===== config.mk =====
export PLATFORM = sky130hd
export DESIGN_NAME = game_cmd_sched
export DESIGN_NICKNAME = d
export VERILOG_FILES = /design/src/rtl/game_pkg.sv /design/src/rtl/key_debounce.sv /design/src/rtl/game_cmd_sched.sv
export SDC_FILE = /design/constraint.sdc
export NUM_CORES = 1
export LEC_CHECK = 0
export CORE_ASPECT_RATIO = 1.4
export CORE_UTILIZATION = 45
export DETAILED_ROUTE_END_ITERATION = 7
export PLACE_DENSITY_LB_ADDON = 0.3
export SLEW_MARGIN = 10
export SYNTH_ARGS = -nofsm -noshare
export SYNTH_HDL_FRONTEND = slang
export SYNTH_SLANG_ARGS = --single-unit

===== constraint.sdc =====
create_clock -name clk -period 2 [get_ports clk]
set_input_delay 0.3 -clock clk [delete_from_list [all_inputs] [get_ports clk]]
set_output_delay 0.3 -clock clk [all_outputs]
set_load 0.02 [all_outputs]

===== src/rtl/game_pkg.sv =====
// Shared encodings for the FlappyBird command scheduler: run states,
// command codes and the default UART command bytes.
package game_pkg;

  typedef enum logic [1:0] {
    RS_IDLE   = 2'd0,
    RS_RUN    = 2'd1,
    RS_PAUSED = 2'd2
  } run_state_e;

  typedef enum logic [1:0] {
    CC_JUMP    = 2'd0,
    CC_START   = 2'd1,
    CC_PAUSE   = 2'd2,
    CC_RESTART = 2'd3
  } cmd_code_e;

  localparam logic [7:0] DEF_CMD_JUMP    = 8'h30;
  localparam logic [7:0] DEF_CMD_START   = 8'h73;
  localparam logic [7:0] DEF_CMD_PAUSE   = 8'h70;
  localparam logic [7:0] DEF_CMD_RESTART = 8'h72;

endpackage


===== src/rtl/key_debounce.sv =====
// Push-button conditioner: 2-flop synchroniser, stability counter and a
// one-cycle pulse on each accepted press (falling edge of key_n).
module key_debounce #(
  parameter logic [19:0] DEB_CYCLES = 20'd500000
) (
  input  logic clk,
  input  logic rst_n,
  input  logic key_n,
  output logic key_req
);

  logic        k_s1, k_s2, k_prev;
  logic        level;
  logic [19:0] cnt;

  always_ff @(posedge clk or negedge rst_n) begin
    if (!rst_n) begin
      k_s1    <= 1'b1;
      k_s2    <= 1'b1;
      k_prev  <= 1'b1;
      level   <= 1'b1;
      cnt     <= 20'd0;
      key_req <= 1'b0;
    end else begin
      k_s1    <= key_n;
      k_s2    <= k_s1;
      k_prev  <= k_s2;
      key_req <= 1'b0;
      if (k_s2 != k_prev) begin
        cnt <= 20'd0;
      end else if (cnt != DEB_CYCLES) begin
        cnt <= cnt + 20'd1;
      end
      // k_s2 == k_prev guards against accepting on the very cycle a change arrives
      if (k_s2 == k_prev && cnt == DEB_CYCLES && k_s2 != level) begin
        level   <= k_s2;
        key_req <= ~k_s2;
      end
    end
  end

endmodule


===== src/rtl/game_cmd_sched.sv =====
// Command scheduler: merges UART and key commands into a small queue, owns the
// run/pause state and dispatches one command per frame on the vsync falling edge.
module game_cmd_sched
  import game_pkg::*;
#(
  parameter int          FIFO_DEPTH  = 4,
  parameter logic [19:0] DEB_CYCLES  = 20'd500000,
  parameter logic [7:0]  CMD_JUMP    = DEF_CMD_JUMP,
  parameter logic [7:0]  CMD_START   = DEF_CMD_START,
  parameter logic [7:0]  CMD_PAUSE   = DEF_CMD_PAUSE,
  parameter logic [7:0]  CMD_RESTART = DEF_CMD_RESTART
) (
  input  logic       clk,
  input  logic       rst_n,
  input  logic       vs_in,
  input  logic [7:0] rx_data,
  input  logic       rx_data_valid,
  input  logic       key_n,
  output logic [1:0] run_state,
  output logic       frame_tick,
  output logic       jump,
  output logic       start,
  output logic       restart,
  output logic [7:0] drop_cnt
);

  localparam int         AW       = $clog2(FIFO_DEPTH);
  localparam logic [AW:0] PTR_ONE = 1;
  localparam logic [1:0] S_IDLE   = RS_IDLE;
  localparam logic [1:0] S_RUN    = RS_RUN;
  localparam logic [1:0] S_PAUSED = RS_PAUSED;
  localparam logic [1:0] C_JUMP   = CC_JUMP;
  localparam logic [1:0] C_START  = CC_START;
  localparam logic [1:0] C_PAUSE  = CC_PAUSE;

  logic [1:0]  state, state_n;
  logic        vs_s1, vs_s2, vs_s3, frame_edge;
  logic        rx_valid_q, rx_rise;
  logic        uart_push, restart_cmd;
  logic [1:0]  uart_code;
  logic        key_req;
  logic [1:0]  key_code;
  logic        pend, pend_n;
  logic [1:0]  pend_code, pend_code_n;
  logic        push_req;
  logic [1:0]  push_code;
  logic [1:0]  mem [FIFO_DEPTH];
  logic [AW:0] wr_ptr, rd_ptr;
  logic        empty, full, pop, do_push, drop;
  logic [1:0]  head;
  logic        tick_n, jump_n, start_n;

  assign run_state  = state;
  assign frame_edge = vs_s3 & ~vs_s2;
  assign rx_rise    = rx_data_valid & ~rx_valid_q;
  assign key_code   = (state == S_IDLE) ? C_START : C_JUMP;

  key_debounce #(.DEB_CYCLES(DEB_CYCLES)) u_key_debounce (
    .clk     (clk),
    .rst_n   (rst_n),
    .key_n   (key_n),
    .key_req (key_req)
  );

  always_comb begin
    uart_push   = 1'b0;
    uart_code   = C_JUMP;
    restart_cmd = 1'b0;
    if (rx_rise) begin
      if (rx_data == CMD_JUMP) begin
        uart_push = 1'b1;
        uart_code = C_JUMP;
      end else if (rx_data == CMD_START) begin
        uart_push = 1'b1;
        uart_code = C_START;
      end else if (rx_data == CMD_PAUSE) begin
        uart_push = 1'b1;
        uart_code = C_PAUSE;
      end else if (rx_data == CMD_RESTART) begin
        restart_cmd = 1'b1;
      end
    end
  end

  // UART wins; a displaced key request waits in pend, later ones merge into it
  always_comb begin
    push_req    = 1'b0;
    push_code   = uart_code;
    pend_n      = pend;
    pend_code_n = pend_code;
    if (uart_push) begin
      push_req = 1'b1;
      if (key_req && !pend) begin
        pend_n      = 1'b1;
        pend_code_n = key_code;
      end
    end else if (pend) begin
      push_req  = 1'b1;
      push_code = pend_code;
      pend_n    = 1'b0;
    end else if (key_req) begin
      push_req  = 1'b1;
      push_code = key_code;
    end
  end

  assign empty   = (wr_ptr == rd_ptr);
  assign full    = (wr_ptr[AW] != rd_ptr[AW]) && (wr_ptr[AW-1:0] == rd_ptr[AW-1:0]);
  assign head    = mem[rd_ptr[AW-1:0]];
  assign pop     = frame_edge && !empty;
  assign do_push = push_req && (!full || pop);
  assign drop    = push_req && full && !pop;

  always_comb begin
    state_n = state;
    tick_n  = 1'b0;
    jump_n  = 1'b0;
    start_n = 1'b0;
    if (frame_edge) begin
      case (state)
        S_IDLE: begin
          if (!empty && head == C_START) begin
            start_n = 1'b1;
            state_n = S_RUN;
          end
        end
        S_RUN: begin
          tick_n = 1'b1;
          if (!empty && head == C_JUMP)  jump_n  = 1'b1;
          if (!empty && head == C_PAUSE) state_n = S_PAUSED;
        end
        S_PAUSED: begin
          if (!empty && head == C_PAUSE) state_n = S_RUN;
        end
        default: state_n = S_IDLE;
      endcase
    end
  end

  always_ff @(posedge clk) begin
    if (do_push) mem[wr_ptr[AW-1:0]] <= push_code;
  end

  always_ff @(posedge clk or negedge rst_n) begin
    if (!rst_n) begin
      vs_s1      <= 1'b1;
      vs_s2      <= 1'b1;
      vs_s3      <= 1'b1;
      rx_valid_q <= 1'b0;
      state      <= S_IDLE;
      frame_tick <= 1'b0;
      jump       <= 1'b0;
      start      <= 1'b0;
      restart    <= 1'b0;
      drop_cnt   <= 8'd0;
      pend       <= 1'b0;
      pend_code  <= C_JUMP;
      wr_ptr     <= '0;
      rd_ptr     <= '0;
    end else begin
      vs_s1      <= vs_in;
      vs_s2      <= vs_s1;
      vs_s3      <= vs_s2;
      rx_valid_q <= rx_data_valid;
      frame_tick <= 1'b0;
      jump       <= 1'b0;
      start      <= 1'b0;
      restart    <= 1'b0;
      if (restart_cmd) begin
        // Restart overrides any dispatch or push landing in the same cycle
        restart <= 1'b1;
        state   <= S_IDLE;
        pend    <= 1'b0;
        wr_ptr  <= '0;
        rd_ptr  <= '0;
      end else begin
        state      <= state_n;
        frame_tick <= tick_n;
        jump       <= jump_n;
        start      <= start_n;
        pend       <= pend_n;
        pend_code  <= pend_code_n;
        if (do_push) wr_ptr <= wr_ptr + PTR_ONE;
        if (pop)     rd_ptr <= rd_ptr + PTR_ONE;
        if (drop && drop_cnt != 8'hff) drop_cnt <= drop_cnt + 8'd1;
      end
    end
  end

endmodule


Word-level counts from Yosys, hierarchy flattened
Memory sizes are Yosys's and may differ from the RTL's.
Cells that the tools add are included.

cells by class
  add/subtract/negate cells = 4
  equality and inequality tests = 21
  mux-type cells = 50
  bitwise logic cells = 6
  reductions and logical operators = 26

operator list
  operator                                               count
  two-way mux 20 bit                                     2
  two-way mux 1 bit                                      31
  equality test 8 x 7 -> 1 bit, second input constant    3
  two-way mux 2 bit                                      12
  adder 20 x 1 -> 20 bit, second input constant          1
  equality test 20 x 19 -> 1 bit, second input constant  1
  != test 20 x 19 -> 1 bit, second input constant        1
  logical AND 1 bit                                      12
  two-way mux 3 bit                                      4
  adder 8 x 1 -> 8 bit, second input constant            1
  equality test 8 x 6 -> 1 bit, second input constant    1
  != test 8 bit, second input constant                   1
  nonzero test 2 bit                                     4
  adder 3 x 1 -> 3 bit, second input constant            2
  != test 3 bit, second input constant                   2
  case mux 2 bit (3 select lines)                        1
  equality test 2 x 1 -> 1 bit, second input constant    2
  equality test 2 bit, second input constant             2
  logical NOT 1 bit                                      4
  logical NOT 2 bit                                      2
  inverter 1 bit                                         4
  AND reduction 4 bit                                    1
  equality test 3 bit                                    1
  != test 1 bit                                          3
  8 further kinds                                        9

storage, ports and cells
  register bits = 52
  memory bits (writable) = 8
  input bits = 13
  output and inout bits = 14
  logic and storage cells = 128
  memories kept = 1

memory list
  memory  depth  width  read ports  clocked after Yosys merged registers in  write ports  RTL line              source
  mem     4      2      1           0                                        1            game_cmd_sched.sv:47  logic [1:0] mem [FIFO_DEPTH];

Depth between registers and ports, before layout
Gate-level depths: netlist of the first run.

  depth after elaboration = 10
  mapped depth = 6
  mapped depth without buffers = 6

Cells and area by module
A second synthesis of the first run with hierarchy kept.

second synthesis, totals
  cell total of the unflattened synthesis = 266
  area total of the unflattened synthesis = 2,940.3 um^2

modules (own cells, without submodules)
  module          times used  cells each  area each (um^2)  sequential area each (um^2)
  game_cmd_sched  1           136         1,691.6           894.6
  key_debounce    1           130         1,248.7           630.6

Worst setup path after synthesis of the first run
Ideal clock, no wire load.

  path type = register to register
  start point = register vs_s2
  end point = register drop_cnt[7]
  library setup time = 128 ps
  data arrival time = 1,627 ps
  required time = 1,872 ps
  slack = 245 ps
  stages on the path, launching flop included = 6
  buffers on the path = 0
  period minus slack after synthesis = 1,755 ps
  cells stage by stage = dfstp_2 -> nand2b_1 -> nand4_1 -> a211o_4 -> nor3_1 -> mux2_1

on the way
  word-level cells in the longest chain between the ends = 7

RTL lines
  element                               RTL line               source
  start, declared                       game_cmd_sched.sv:37   logic vs_s1, vs_s2, vs_s3, frame_edge;
  start signal, assigned                game_cmd_sched.sv:162  vs_s2 <= vs_s1;
  inverter 1 bit                        game_cmd_sched.sv:54   assign frame_edge = vs_s3 & ~vs_s2;
  bitwise AND 1 bit                     game_cmd_sched.sv:54
  logical AND 1 bit                     game_cmd_sched.sv:110  assign pop = frame_edge && !empty;
  logical NOT 1 bit                     game_cmd_sched.sv:112  assign drop = push_req && full && !pop;
  logical AND 1 bit                     game_cmd_sched.sv:112
  logical AND 1 bit                     game_cmd_sched.sv:185  if (drop && drop_cnt != 8'hff) drop_cnt <= drop_cnt + 8'd1;
  AND reduction 2 bit (no source line)  --
  end signal, assigned                  game_cmd_sched.sv:185
  end, declared                         game_cmd_sched.sv:24   output logic [7:0] drop_cnt

Every way passes these cells.
A chain may end at the register's enable or synchronous reset.

Worst setup path in the final report of the first run
  start point = input port rx_data[5]
  end point = register drop_cnt[5]

on the way
  word-level cells in the longest chain between the ends = 10
  elaborated cells on any way between the ends = 19
  classes of those cells = eq/ne (4); mux (10); bitwise (1); reduce/logical (4)

RTL lines
  element                                   RTL line               source
  start, declared                           game_cmd_sched.sv:16   input logic [7:0] rx_data,
  equality test 8 x 7 -> 1 bit              game_cmd_sched.sv:76   end else if (rx_data == CMD_PAUSE) begin
  two-way mux 1 bit                         game_cmd_sched.sv:76
  two-way mux 1 bit                         game_cmd_sched.sv:73   end else if (rx_data == CMD_START) begin
  two-way mux 1 bit                         game_cmd_sched.sv:70   if (rx_data == CMD_JUMP) begin
  two-way mux 1 bit                         game_cmd_sched.sv:69   if (rx_rise) begin
  two-way mux 1 bit                         game_cmd_sched.sv:91   if (uart_push) begin
  logical AND 1 bit (2 in a row)            game_cmd_sched.sv:112
  logical AND 1 bit                         game_cmd_sched.sv:185
  AND reduction 2 bit (no source line) (*)  --

Every way passes the cells marked *; elsewhere a longest branch is shown, timed or not.

==> flow_summary.json, run 1 <==
{
  "postPlaceCellArea_mm2": 0.003342,
  "holdBufCountCts": 0,
  "powerDensity_mw_per_mm2": 883.2,
  "use_met3_pct": 5.083,
  "top_usage_layer": "met2",
  "hold_violations": 0,
  "drt-total-wl_um": 5418,
  "drt_iter0_drc": 74,
  "critPathArrivalTime_ns": 2.16,
  "setup_ws_ns": 0.09336,
  "fin_nets": 334,
  "synth_area_mm2": 0.002873,
  "gp_congestion": 0.7237,
  "fillers": 517,
  "grtUsageMet2_pct": 31.88,
  "critPathTopFamily": "buffers and inverters",
  "syn-instance-count": 259,
  "path_clk_slew_ns": 0.07,
  "power_leakage_uw": 0.001466,
  "cts_buffers": 9,
  "multi_input_area_mm2": 0.001328,
  "fin_skew_ns": 0.007522,
  "report.final.slew_viol_count": 0,
  "syn2layout_area_growth_pct": 24.52,
  "grt_first_pass_wirelength_um": 9315,
  "ant_nets": 0,
  "critical_path_buf_inv_count": 2,
  "use_met1_pct": 20.27,
  "coreArea_mm2": 0.006168,
  "hp-class": "in -> async",
  "track_usage_pct": 18.07,
  "slowest_delay_ns": 0.48,
  "num_io_pins": 27,
  "start_kind": "input port",
  "clkLatencyLatePin_ns": 0.34,
  "die_area_mm2": 0.006712,
  "die_h_um": 96.54,
  "ir_worst_vdd_uv": 523.2,
  "post-route-cell-area_mm2": 0.003577,
  "critical_path_class": "in -> reg",
  "via_per_inst": 5.333,
  "firstDrtPassIters": 4,
  "cts_sinks": 59,
  "synth_ff_type": "dfrtp_1",
  "cp-end-kind": "flop",
  "cts_max_path_buffers": 2,
  "status": "complete, no violations",
  "power_uw": 3159,
  "placedCellCount": 372,
  "antenna_cells": 0,
  "crit_slowest_cell": "clkdlybuf4s50_1",
  "fp.dieW_um": 69.53,
  "path_cells": "clkdlybuf4s50_1, and4bb_1, o211ai_1, a211o_4, buf_4, nor4_4, xor2_1",
  "h-tree-depth": 3,
  "hpwl_um": 3754,
  "crit_required_ns": 2.26,
  "synth_edf_count": 8,
  "grt_start_max_net_pins": 52,
  "routedWlPerCell_um": 13.89,
  "drcViolationCount": 0,
  "relSlewSlack_pct": 56.96,
  "synth_cell_type_count": 48,
  "overflow": 0,
  "setup_viol": 0,
  "grt_pass1_vias": 2110,
  "ys_async_sr_fraction_pct": 86.44,
  "ys_ff_latch": 59,
  "antenna_found_initial": 0,
  "synth_nets": 280,
  "regArea_mm2": 0.001526,
  "vias": 2080,
  "dp_slack_ns": -0.3153,
  "drv_cap": 0,
  "initial_core_util_pct": 46.57,
  "fin_crit_ns": 1.907,
  "synth_warnings": 0,
  "fin_cells": 390,
  "cts_tree": "done",
  "synth.avg_cell_area_um2": 11.09,
  "rsz0062_at_grt": "false",
  "drive_gt1_share_pct": 19.18,
  "hold-worst-slack_ns": 0.06880,
  "fmax_mhz": 524.5,
  "crit_fanout": 6,
  "worst_slew_pin_slew_ns": 0.6456,
  "root_buffer": "clkbuf_8",
  "finalCritPeriodShare_pct": 95.33,
  "rows": 34,
  "ys_seq_area_share_pct": 53.09,
  "placement.io_buffers": 26
}
==> cell usage in the layout (no fill, tap or decap), types with 2 or more instances in the layout <==
cell,count
a21oi_1,12
and2_1,6
and3_1,6
buf_4,20
clkbuf_1,3
clkbuf_8,11
clkdlybuf4s50_1,25
dfrtp_1,43
dfstp_2,7
edfxtp_1,8
ha_1,8
inv_1,8
mux2i_1,2
mux4_2,2
nand2_1,16
nand2b_1,4
nand3_1,11
nand3b_1,2
nand4_1,7
nor2_1,35
nor3_1,8
nor3_2,2
nor4b_1,3
o211ai_1,2
o21ai_0,8
or3_1,5
xnor2_1,6
xnor2_2,2
xor2_1,19
==> registers in the layout, summed over array words and instances (netlist names), 2 cells and up <==
signal and cells:
run_state 2, u_key_debounce.cnt 20, mem 8, drop_cnt 8, rd_ptr 3, wr_ptr 3
==> synthesized netlist by cell type (all sizes together), types with 8 or more instances <==
cell	number	area share, %
a21oi	12	2.1
dfrtp	44	38
edfxtp	8	8.4
ha	8	3.5
inv	8	1.0
nand2	16	2.1
nand3	11	1.9
nor2	35	4.6
nor3	10	1.9
o21ai	8	1.4
xnor2	8	2.7
xor2	19	5.8
==> worst paths after layout <==
check / start / endpoint / slack, ns / depth (start not counted)
setup / recovery: rx_data[5] / drop_cnt[5]$_DFFE_PN0P_ / 0.09 / 7
hold reg to reg: u_key_debounce.k_s1$_DFF_PN1_ / u_key_debounce.k_s2$_DFF_PN1_ / 0.36 / 0
hold / removal: rst_n / frame_tick$_DFF_PN0_ / 0.07 / 2
min in group clk: u_key_debounce.k_s1$_DFF_PN1_ / u_key_debounce.k_s2$_DFF_PN1_ / 0.36 / 0
max in group asynchronous: rst_n / rd_ptr[0]$_DFFE_PN0P_ / 1.48 / 2
setup reg to reg: rx_valid_q$_DFF_PN0_ / drop_cnt[5]$_DFFE_PN0P_ / 0.11 / 6
==> final cells by class <==
| type | instances | area share, % |
|---|---|---|
| sequential | 59 | 42.67 |
| multi-input combinational | 189 | 37.11 |
| timing repair buffer | 46 | 11.33 |
| clock buffer | 14 | 4.547 |
| tap | 72 | 2.518 |
| clock inverter | 2 | 0.9794 |
| inverter | 8 | 0.8395 |
==> power breakdown <==
part           switching, uW  total [uW]  internal (uW)
Clock                    445        1090            643
Sequential               107        1410           1310
Combinational            321         660            338
Total                    873        3160           2290
==> repair_timing <==
item                                    CTS  global route
resized for setup                         0             4
setup buffers                             0             2
endpoints found under the setup margin    0             2
hold endpoints to repair                  0             0
==> cell families (layout without fill, tap and decap cells) <==
| logic type | after synthesis | after routing | share of synthesized area, % |
|---|---|---|---|
| multiplexers | 7 | 7 | 3.571 |
| flip-flops | 59 | 59 | 53.09 |
| AND/OR/NAND/NOR | 117 | 117 | 23.13 |
| adder cells (fa/ha/maj) | 8 | 8 | 3.484 |
| buffers and inverters | 11 | 70 | 1.437 |
| AO/OA/AOI/OAI | 30 | 30 | 6.795 |
| XOR/XNOR | 27 | 27 | 8.493 |
==> layer usage <==
layer  routed length (um)  vias up
li1                     -     1023
met3                  176        9
met5                    0        -
met4                  113        0
met1                 2350     1011
met2                 2776       37
==> through the flow <==
step	utilization [%]	setup TNS, ns
2_1_floorplan	-	0
3_5_place_dp	54.18	-1.819
3_3_place_gp	54.18	-1.300
6_report	57.99	0
4_1_cts	57.38	0
5_1_grt	57.99	0
No activity file was read; power rests on OpenSTA's default activity.
==> run 2: changes to the inputs <==
--- a/config.mk
+++ b/config.mk
@@ -5,8 +5,10 @@
 export SDC_FILE = /design/constraint.sdc
 export NUM_CORES = 1
 export LEC_CHECK = 0
+export ABC_AREA = 1
 export CORE_ASPECT_RATIO = 1.4
 export CORE_UTILIZATION = 45
+export CTS_CLUSTER_SIZE = 25
 export DETAILED_ROUTE_END_ITERATION = 7
 export PLACE_DENSITY_LB_ADDON = 0.3
 export SLEW_MARGIN = 10
==> flow_summary.json, run 2 <==
{
  "fin_skew_ns": 0.01082,
  "synth_edf_count": 8,
  "initial_core_util_pct": 46.92,
  "ys_seq_area_share_pct": 48.84,
  "hpwl_um": 4690,
  "synth_area_mm2": 0.003123,
  "placement.io_buffers": 26,
  "critical_path_class": "reg -> out",
  "syn2layout_area_growth_pct": 21.23,
  "fmax_mhz": 568.3,
  "drive_gt1_share_pct": 12.59,
  "fin_nets": 453,
  "clkLatencyLatePin_ns": 0.35,
  "path_clk_slew_ns": 0.07,
  "yosysTopAreaCellShare_pct": 35.26,
  "cts_tree": "done",
  "worst_slew_pin_slew_ns": 0.3845,
  "fp.dieW_um": 72.41,
  "num_io_pins": 27,
  "path_cells": "clkdlybuf4s50_1",
  "crit_slowest_cell": "clkdlybuf4s50_1",
  "cts_buffers": 9,
  "crit_fanout": 6,
  "setup_viol": 0,
  "synth_area_leader_cell": "dfrtp_1",
  "slowest_delay_ns": 0.64,
  "status": "complete, no violations",
  "syn-instance-count": 385,
  "min_delay_path_depth": 0,
  "drt_iter0_drc": 92,
  "grt_first_pass_wirelength_um": 10650,
  "cp-end-kind": "output pin",
  "die_area_mm2": 0.007282,
  "track_usage_pct": 19.47,
  "drv_cap": 0,
  "rsz0062_at_grt": "false",
  "die_h_um": 100.6,
  "grt_start_max_net_pins": 52,
  "h-tree-depth": 3,
  "critPathArrivalTime_ns": 1.46,
  "rows": 35,
  "hp-class": "reg -> reg",
  "reg2regPathDepth": 8,
  "fin_tns_setup_ns": 0,
  "fin_crit_ns": 1.760,
  "critPathTopFamily": "buffers and inverters",
  "start_kind": "flop",
  "vias": 2614,
  "relSlewSlack_pct": 74.34,
  "synth_nets": 406,
  "largest_register_ffs": 20,
  "power_leakage_uw": 0.001747,
  "drcViolationCount": 0,
  "report.final.slew_viol_count": 0,
  "fillers": 620,
  "overflow": 0,
  "top_register": "u_key_debounce.cnt",
  "mostFrequentLayoutCells": "103 x nand2_1, 51 x inv_1, 44 x dfrtp_1",
  "finalCritPeriodShare_pct": 87.98,
  "drt-total-wl_um": 6314,
  "cp.depth": 1,
  "hold-worst-slack_ns": 0.3440,
  "routedWlPerCell_um": 11.94,
  "coreArea_mm2": 0.006656,
  "cts_max_path_buffers": 2,
  "grt_pass1_vias": 2496,
  "synth_ff_type": "dfrtp_1",
  "synth_cell_type_count": 32,
  "synth_common_cells": "103 x nand2_1, 51 x inv_1, 44 x dfrtp_1, 43 x nor2_1, 33 x nand3_1",
  "critical_path_buf_inv_count": 1,
  "via_per_inst": 4.941,
  "ant_nets": 0,
  "powerDensity_mw_per_mm2": 831.4,
  "synth_warnings": 0,
  "synth.avg_cell_area_um2": 8.112,
  "antenna_found_initial": 0,
  "ys_ff_latch": 59,
  "hold_violations": 0,
  "cts_sinks": 59,
  "root_buffer": "clkbuf_8",
  "antenna_cells": 0,
  "ir_worst_vdd_uv": 407.6,
  "ys_async_sr_fraction_pct": 86.44,
  "firstDrtPassIters": 4,
  "synth_most_common_cell": "nand2_1",
  "crit_required_ns": 1.70,
  "layout_commonest_cell": "nand2_1",
  "gp_congestion": 0.8581,
  "ys_top_cells_by_area": "dfrtp_1 35%, nand2_1 12%, edfxtp_1 7.7%"
}
==> run 2: cell types whose count changed after synthesis, sizes merged, moves of 13 or more <==
| cell | change |
|---|---|
| inv | +44 |
| nand2 | +90 |
| nor2 | +17 |
| xor2 | -13 |
| nand3 | +24 |
==> run 2: area by class of cell <==
class | instances | area (um^2) | share of cell area [%]
clock buffers | 14 | 162.7 | 4.296
multi-input cells | 272 | 1393 | 36.78
inverters | 52 | 195.2 | 5.155
well taps | 92 | 115.1 | 3.040
repair buffers | 38 | 360.3 | 9.518
flip-flops and latches | 59 | 1525 | 40.28
clock inverters | 2 | 35.03 | 0.9253
==> run 2: cell families after synthesis <==
family / after synthesis / share of synthesized area [%]
AO/OA/AOI/OAI: 30 / 5.489
XOR/XNOR: 13 / 3.646
adder cells (fa/ha/maj): 8 / 3.205
buffers and inverters: 54 / 6.770
flip-flops: 59 / 48.84
AND/OR/NAND/NOR: 221 / 32.05
==> run 2: final timing paths <==
kind	from	end	slack, ns
worst max-delay path	drop_cnt[3]$_DFFE_PN0P_	drop_cnt[3]	0.24
min in group asynchronous	rst_n	drop_cnt[2]$_DFFE_PN0P_	0.46
worst min register to register	vs_s1$_DFF_PN1_	vs_s2$_DFF_PN1_	0.34
worst max register to register	u_key_debounce.cnt[0]$_DFFE_PN0P_	u_key_debounce.cnt[18]$_DFFE_PN0P_	0.28
max in group asynchronous	rst_n	u_key_debounce.k_s2$_DFF_PN1_	1.25
worst min-delay path	vs_s1$_DFF_PN1_	vs_s2$_DFF_PN1_	0.34
==> run 2: per-layer routing <==
layer	vias to the layer above	track usage, %	part of all wire, %
li1	1336	-	-
met1	1217	20.64	41
met2	44	34.87	53
met3	17	4.400	2.9
met4	0	11.16	3.1
met5	-	0	0
==> run 2: report_power, final <==
group / leakage, uW / internal, uW / switching (uW)
Sequential: 0.000745 / 1290 / 92.7
Combinational: 0.000901 / 249 / 410
Clock: 0.000101 / 643 / 463
Total: 0.00175 / 2180 / 965
==> run 2: stage by stage <==
stage | instances | total power [uW] | cell area, um^2 | utilization (%) | worst slack (ns)
final | 529 | 3148 | 3786 | 56.88 | 0.2404
after global routing | 529 | 3320 | 3786 | 56.88 | 0.07961
after CTS | 529 | 3183 | 3780 | 56.79 | 0.1784
after detailed placement | 512 | 2055 | 3572 | 53.67 | 0.01327
after global placement | 512 | 2037 | 3572 | 53.67 | 0.07963
after floorplan | 385 | 1817 | 3123 | - | 0.3894
==> run 2: timing repair <==
item,CTS,global route
setup buffers,0,0
gates resized for setup,0,1
hold buffers,1,0
setup endpoints to repair,0,1
hold endpoints to repair,44,0
